### config.mk
export PLATFORM = sky130hd
export DESIGN_NAME = core_ctrl
export DESIGN_NICKNAME = d
export VERILOG_FILES = /design/src/rtl/core_ctrl.sv
export SDC_FILE = /design/constraint.sdc
export NUM_CORES = 1
export LEC_CHECK = 0
export CAP_MARGIN = 20
export CORE_ASPECT_RATIO = 0.5
export CORE_MARGIN = 10
export CORE_UTILIZATION = 40
export DETAILED_ROUTE_END_ITERATION = 10
export GPL_ROUTABILITY_DRIVEN = 0
export SYNTH_ARGS = -nofsm -noshare
export SYNTH_HDL_FRONTEND = slang
export SYNTH_SLANG_ARGS = --single-unit
### constraint.sdc
create_clock -name clk -period 4.4 [get_ports clk]
set_clock_uncertainty 0.15 [all_clocks]
set_input_delay 0.88 -clock clk [delete_from_list [all_inputs] [get_ports clk]]
set_output_delay 0.88 -clock clk [all_outputs]
set_load 0.02 [all_outputs]
### src/rtl/core_ctrl.sv
// core_ctrl: instruction sequencer that drives the 34-bit inst bus of core for
// one full convolution pass. For each kernel position it performs these steps
// in order: weight SRAM->L0, PE weight load, gap, activation SRAM->L0, execute,
// gap, wait for OFIFO, and OFIFO drain into psum SRAM.
// Ports:
//   clk, reset      clock and synchronous active-high reset
//   start           begin a pass (sampled in IDLE only)
//   mode            0 = 4b/4b (col weight rows), 1 = 2b/4b (2*col rows)
//   ofifo_valid     OFIFO in core holds a full result set
//   inst[33:0]      registered instruction to core
//   busy            high from the first W_L0 cycle through the DONE cycle
//   done            one-cycle pulse at the end of a pass
//   kij[3:0]        current kernel position
module core_ctrl #(
  parameter int unsigned col     = 8,
  parameter int unsigned len_nij = 64,
  parameter int unsigned len_kij = 9,
  parameter int unsigned gap     = 10,
  parameter logic [10:0] w_base  = 11'b10000000000
) (
  input  logic        clk,
  input  logic        reset,
  input  logic        start,
  input  logic        mode,
  input  logic        ofifo_valid,
  output logic [33:0] inst,
  output logic        busy,
  output logic        done,
  output logic [3:0]  kij
);

  localparam int unsigned CNT_W = $clog2(len_nij + 3 * col + gap + 2);

  localparam logic [CNT_W-1:0] NW1_C     = CNT_W'(col);
  localparam logic [CNT_W-1:0] NW2_C     = CNT_W'(2 * col);
  localparam logic [CNT_W-1:0] COL_C     = CNT_W'(col);
  localparam logic [CNT_W-1:0] GAP_LAST  = CNT_W'(gap - 1);
  localparam logic [CNT_W-1:0] NIJ_C     = CNT_W'(len_nij);
  localparam logic [CNT_W-1:0] NIJ_LAST  = CNT_W'(len_nij - 1);
  localparam logic [3:0]       KIJ_LAST  = 4'(len_kij - 1);

  typedef enum logic [3:0] {
    S_IDLE, S_W_L0, S_W_LOAD, S_GAP1, S_X_L0,
    S_EXEC, S_GAP2, S_O_WAIT, S_O_RD, S_DONE
  } state_e;

  typedef struct packed {
    logic        acc;
    logic        cen_pmem;
    logic        wen_pmem;
    logic [10:0] a_pmem;
    logic        cen_xmem;
    logic        wen_xmem;
    logic [10:0] a_xmem;
    logic        ofifo_rd;
    logic        ififo_wr;
    logic        ififo_rd;
    logic        l0_rd;
    logic        l0_wr;
    logic        execute;
    logic        load;
  } inst_t;

  localparam inst_t INST_NOP = inst_t'(34'h1_800C_0000);

  state_e           state_q, state_d;
  logic [CNT_W-1:0] cnt_q, cnt_d;
  logic [3:0]       kij_q, kij_d;
  logic             mode_q, mode_d;
  inst_t            inst_q, inst_d;
  logic             busy_q, busy_d;
  logic             done_q, done_d;
  logic [CNT_W-1:0] nw_q, nw_d;

  // State, counter and registered outputs
  always_ff @(posedge clk) begin
    if (reset) begin
      state_q <= S_IDLE;
      cnt_q   <= '0;
      kij_q   <= '0;
      mode_q  <= 1'b0;
      inst_q  <= INST_NOP;
      busy_q  <= 1'b0;
      done_q  <= 1'b0;
    end else begin
      state_q <= state_d;
      cnt_q   <= cnt_d;
      kij_q   <= kij_d;
      mode_q  <= mode_d;
      inst_q  <= inst_d;
      busy_q  <= busy_d;
      done_q  <= done_d;
    end
  end

  // Next state, then instruction decode from the next state so that the
  // registered inst lines up with the cycle the FSM spends in that state.
  always_comb begin
    state_d = state_q;
    cnt_d   = cnt_q + CNT_W'(1);
    kij_d   = kij_q;
    mode_d  = mode_q;
    inst_d  = INST_NOP;
    busy_d  = 1'b0;
    done_d  = 1'b0;
    nw_q    = mode_q ? NW2_C : NW1_C;

    case (state_q)
      S_IDLE: begin
        cnt_d = '0;
        if (start) begin
          mode_d  = mode;
          kij_d   = '0;
          state_d = S_W_L0;
        end
      end
      S_W_L0: begin
        if (cnt_q == nw_q) begin
          state_d = S_W_LOAD;
          cnt_d   = '0;
        end
      end
      S_W_LOAD: begin
        if (cnt_q == nw_q + COL_C - CNT_W'(1)) begin
          state_d = S_GAP1;
          cnt_d   = '0;
        end
      end
      S_GAP1: begin
        if (cnt_q == GAP_LAST) begin
          state_d = S_X_L0;
          cnt_d   = '0;
        end
      end
      S_X_L0: begin
        if (cnt_q == NIJ_C) begin
          state_d = S_EXEC;
          cnt_d   = '0;
        end
      end
      S_EXEC: begin
        if (cnt_q == NIJ_LAST) begin
          state_d = S_GAP2;
          cnt_d   = '0;
        end
      end
      S_GAP2: begin
        if (cnt_q == GAP_LAST) begin
          state_d = S_O_WAIT;
          cnt_d   = '0;
        end
      end
      S_O_WAIT: begin
        cnt_d = '0;
        if (ofifo_valid) state_d = S_O_RD;
      end
      S_O_RD: begin
        if (cnt_q == NIJ_C) begin
          cnt_d = '0;
          if (kij_q == KIJ_LAST) begin
            state_d = S_DONE;
          end else begin
            kij_d   = kij_q + 4'd1;
            state_d = S_W_L0;
          end
        end
      end
      S_DONE: begin
        cnt_d   = '0;
        state_d = S_IDLE;
      end
      default: begin
        cnt_d   = '0;
        state_d = S_IDLE;
      end
    endcase

    nw_d   = mode_d ? NW2_C : NW1_C;
    busy_d = (state_d != S_IDLE);
    done_d = (state_d == S_DONE);

    // l0_wr trails the SRAM read by one cycle to cover read latency
    case (state_d)
      S_W_L0: begin
        if (cnt_d < nw_d) begin
          inst_d.cen_xmem = 1'b0;
          inst_d.a_xmem   = w_base + 11'(cnt_d);
        end
        if (cnt_d != '0) inst_d.l0_wr = 1'b1;
      end
      S_W_LOAD: begin
        inst_d.l0_rd = 1'b1;
        inst_d.load  = 1'b1;
      end
      S_X_L0: begin
        if (cnt_d < NIJ_C) begin
          inst_d.cen_xmem = 1'b0;
          inst_d.a_xmem   = 11'(cnt_d);
        end
        if (cnt_d != '0) inst_d.l0_wr = 1'b1;
      end
      S_EXEC: begin
        inst_d.l0_rd   = 1'b1;
        inst_d.execute = 1'b1;
      end
      S_O_RD: begin
        if (cnt_d < NIJ_C) inst_d.ofifo_rd = 1'b1;
        if (cnt_d != '0) begin
          inst_d.cen_pmem = 1'b0;
          inst_d.wen_pmem = 1'b0;
          inst_d.a_pmem   = 11'(32'(kij_d) * len_nij + 32'(cnt_d) - 32'd1);
        end
      end
      default: inst_d = INST_NOP;
    endcase
  end

  assign inst = inst_q;
  assign busy = busy_q;
  assign done = done_q;
  assign kij  = kij_q;

endmodule
==> flow_summary.json <==
{
  "status": "completed",
  "dr.pass1.iters": 4,
  "grt_pass1_vias": 2005,
  "rsz0062_at_grt": "no",
  "core_area_mm2": 0.00601,
  "clock_sinks": 44,
  "drc": 0,
  "fin_nets": 345,
  "drv_cap": 0,
  "ys_seq_area_frac": 0.360,
  "synthCells": 289,
  "layout_common_cells": "dfxtp_1 (44), nor2_1 (38), clkdlybuf4s50_1 (37)",
  "root_buffer": "clkbuf_16",
  "hp-class": "flop to flop",
  "leakage_nw": 1.31,
  "grt_max_degree": 24,
  "mostFrequentLayoutCell": "dfxtp_1",
  "cts_inserted_buffers": 5,
  "p_comb_frac": 0.106,
  "ir_drop_mv": 0.221,
  "die_area_mm2": 0.00984,
  "cts_tree": "done",
  "track_usage": 0.126,
  "netlist-cell-type-count": 55,
  "power.internal_mw": 0.731,
  "powerDensity_mw_per_mm2": 315,
  "power_switching_share": 0.230,
  "die_x_um": 131,
  "drv_slew": 0,
  "first_iter_violations": 190,
  "max_slew_margin": 0.548,
  "critPathCaptureType": "flop",
  "grt-ovfl-total": 0,
  "finalCritPeriodShare": 0.910,
  "io_pins": 45,
  "worst_slew_pin_slew_ns": 0.673,
  "synth_edf_count": 0,
  "async_reset_ff_frac": 0,
  "power_switching_mw": 0.219,
  "wirelength_um": 5950,
  "setup_violations": 0,
  "via_per_inst": 5.10,
  "fin_util": 0.503,
  "hpwl_um": 4540,
  "drive_gt1_frac": 0.102,
  "initial_utilization": 0.407,
  "worstPathRequired_ns": 4.43,
  "period_needed_ns": 4.01,
  "totalPowerFinal_mw": 0.950,
  "cts.path.max_buffers": 2,
  "cts_setup_buffers": 0,
  "ant_nets": 0,
  "hold_viol": 0,
  "worst_setup_path_start_kind": "flop",
  "synth_area_per_cell_um2": 8.47,
  "cts-resized-gates": 0,
  "cts_max_level": 2,
  "grt_pass1_wl_um": 9940,
  "synth_flop_cell": "dfxtp_1",
  "crit_fanout": 6,
  "portBuffers": 37,
  "critPathKind": "flop to flop",
  "chipHeight_um": 75.3,
  "multiInputGateArea_mm2": 0.00139,
  "clock_latency_ns": 0.28,
  "antenna_found_initial": 0,
  "synth_area_mm2": 0.00245,
  "cts.reportedPaths.clkPinSlew_ns": 0.06,
  "placed_cell_area_mm2": 0.00284,
  "finalSetupTns_ns": 0,
  "ys_ff_latch": 44,
  "max_freq_mhz": 250,
  "wl_per_cell_um": 14.9,
  "clkPwrFrac": 0.462,
  "yosysWarnings": 0,
  "antenna_cells": 0,
  "cp.arrival_ns": 4.03,
  "seqPwrFrac": 0.432,
  "design_area_mm2": 0.00302,
  "area_growth_pct": 23.4,
  "rows": 20,
  "nFillCells": 583,
  "dr_total_vias": 2039,
  "postCtsHoldBufs": 0,
  "seq_area_um2": 881
}
[cell families after synthesis]
kind of cell / synth area share
compound gates: 0.148
xor+xnor: 0.0465
fa+ha+maj: 0.0951
buf+inv: 0.0833
flops: 0.360
mux: 0.00869
other cells: 0.00307
simple gates: 0.255
[power by group through the flow]
| stage | Sequential [mW] | Combinational [mW] | Clock (mW) |
|---|---|---|---|
| final | 0.410 | 0.101 | 0.439 |
| after global routing | 0.411 | 0.112 | 0.461 |
| after CTS | 0.410 | 0.100 | 0.443 |
| after detailed placement | 0.419 | 0.0995 | 0 |
| after global placement | 0.419 | 0.0992 | 0 |
| after floorplan | 0.421 | 0.0749 | 0 |
[state kept, by name, summed over array words and instances (netlist names)]
| register | count |
|---|---|
| mode_q | 1 |
| busy | 1 |
| cnt_q | 7 |
| done | 1 |
| kij | 4 |
| state_q | 4 |
| inst | 26 |
[stage by stage]
stage          hold WS (ns)  setup WS [ns]  instances
3_5_place_dp          0.512          0.449        392
6_report              0.508          0.395        400
2_1_floorplan         0.374          0.853        295
3_3_place_gp          0.514          0.607        392
4_1_cts               0.528          0.437        400
5_1_grt               0.574         0.0591        400
[per-layer routing]
metal / GRT usage / vias up / part of all wire
met5: 0 / - / 0
met3: 0.0250 / 7 / 0.039
met2: 0.195 / 47 / 0.43
met1: 0.175 / 941 / 0.53
met4: 0.0294 / 0 / 0.0071
li1: - / 1044 / -
[area by class of cell]
type / instances / share of cell area
repair buffers: 41 / 0.133
clock buffers: 6 / 0.0460
inverters: 21 / 0.0261
well taps: 77 / 0.0319
clock inverters: 2 / 0.0128
multi-input cells: 209 / 0.459
flip-flops and latches: 44 / 0.292
[cells in the mapped netlist (all sizes together) (2+ instances only)]
library cell / count / share of area
nor3: 10 / 0.025
xnor2: 6 / 0.021
nor2: 43 / 0.071
or2: 7 / 0.019
nand3: 8 / 0.016
conb: 2 / 0.0031
o21a: 2 / 0.0061
a21o: 8 / 0.028
o32a: 2 / 0.0082
clkbuf: 7 / 0.011
inv: 21 / 0.032
or3b: 2 / 0.0072
or3: 7 / 0.020
a21oi: 6 / 0.012
a31oi: 5 / 0.015
a22oi: 5 / 0.015
dfxtp: 44 / 0.36
nand4: 4 / 0.013
a211o: 3 / 0.011
nor4: 3 / 0.0077
or4b: 2 / 0.0082
nand2b: 6 / 0.015
ha: 17 / 0.087
buf: 14 / 0.040
nand2: 20 / 0.031
xor2: 7 / 0.025
o21ai: 9 / 0.018
[worst max-delay path, stage by stage, from the launching register on]
cell	delay, ns
dfxtp_1	0.39
ha_1	0.21
nand2_1	0.09
or4_1	0.55
nand4_2	0.15
nand3_1	0.25
nand2_1	0.31
ha_1	0.22
inv_1	0.06
fa_1	0.40
inv_1	0.07
a21oi_1	0.11
o32a_1	0.30
a41oi_1	0.29
a31oi_1	0.14
xor2_1	0.14
nor2_1	0.05
[worst paths after layout]
kind / endpoint / slack, ns / depth (start not counted) / from
worst min-delay path: inst[20] / 0.51 / 2 / cnt_q[0]
worst min register to register: inst[20] / 0.51 / 2 / cnt_q[0]
worst max register to register: inst[29] / 0.39 / 16 / cnt_q[0]
worst max-delay path: inst[29] / 0.39 / 16 / cnt_q[0]
Note: power is estimated with default switching activity, not from simulation.
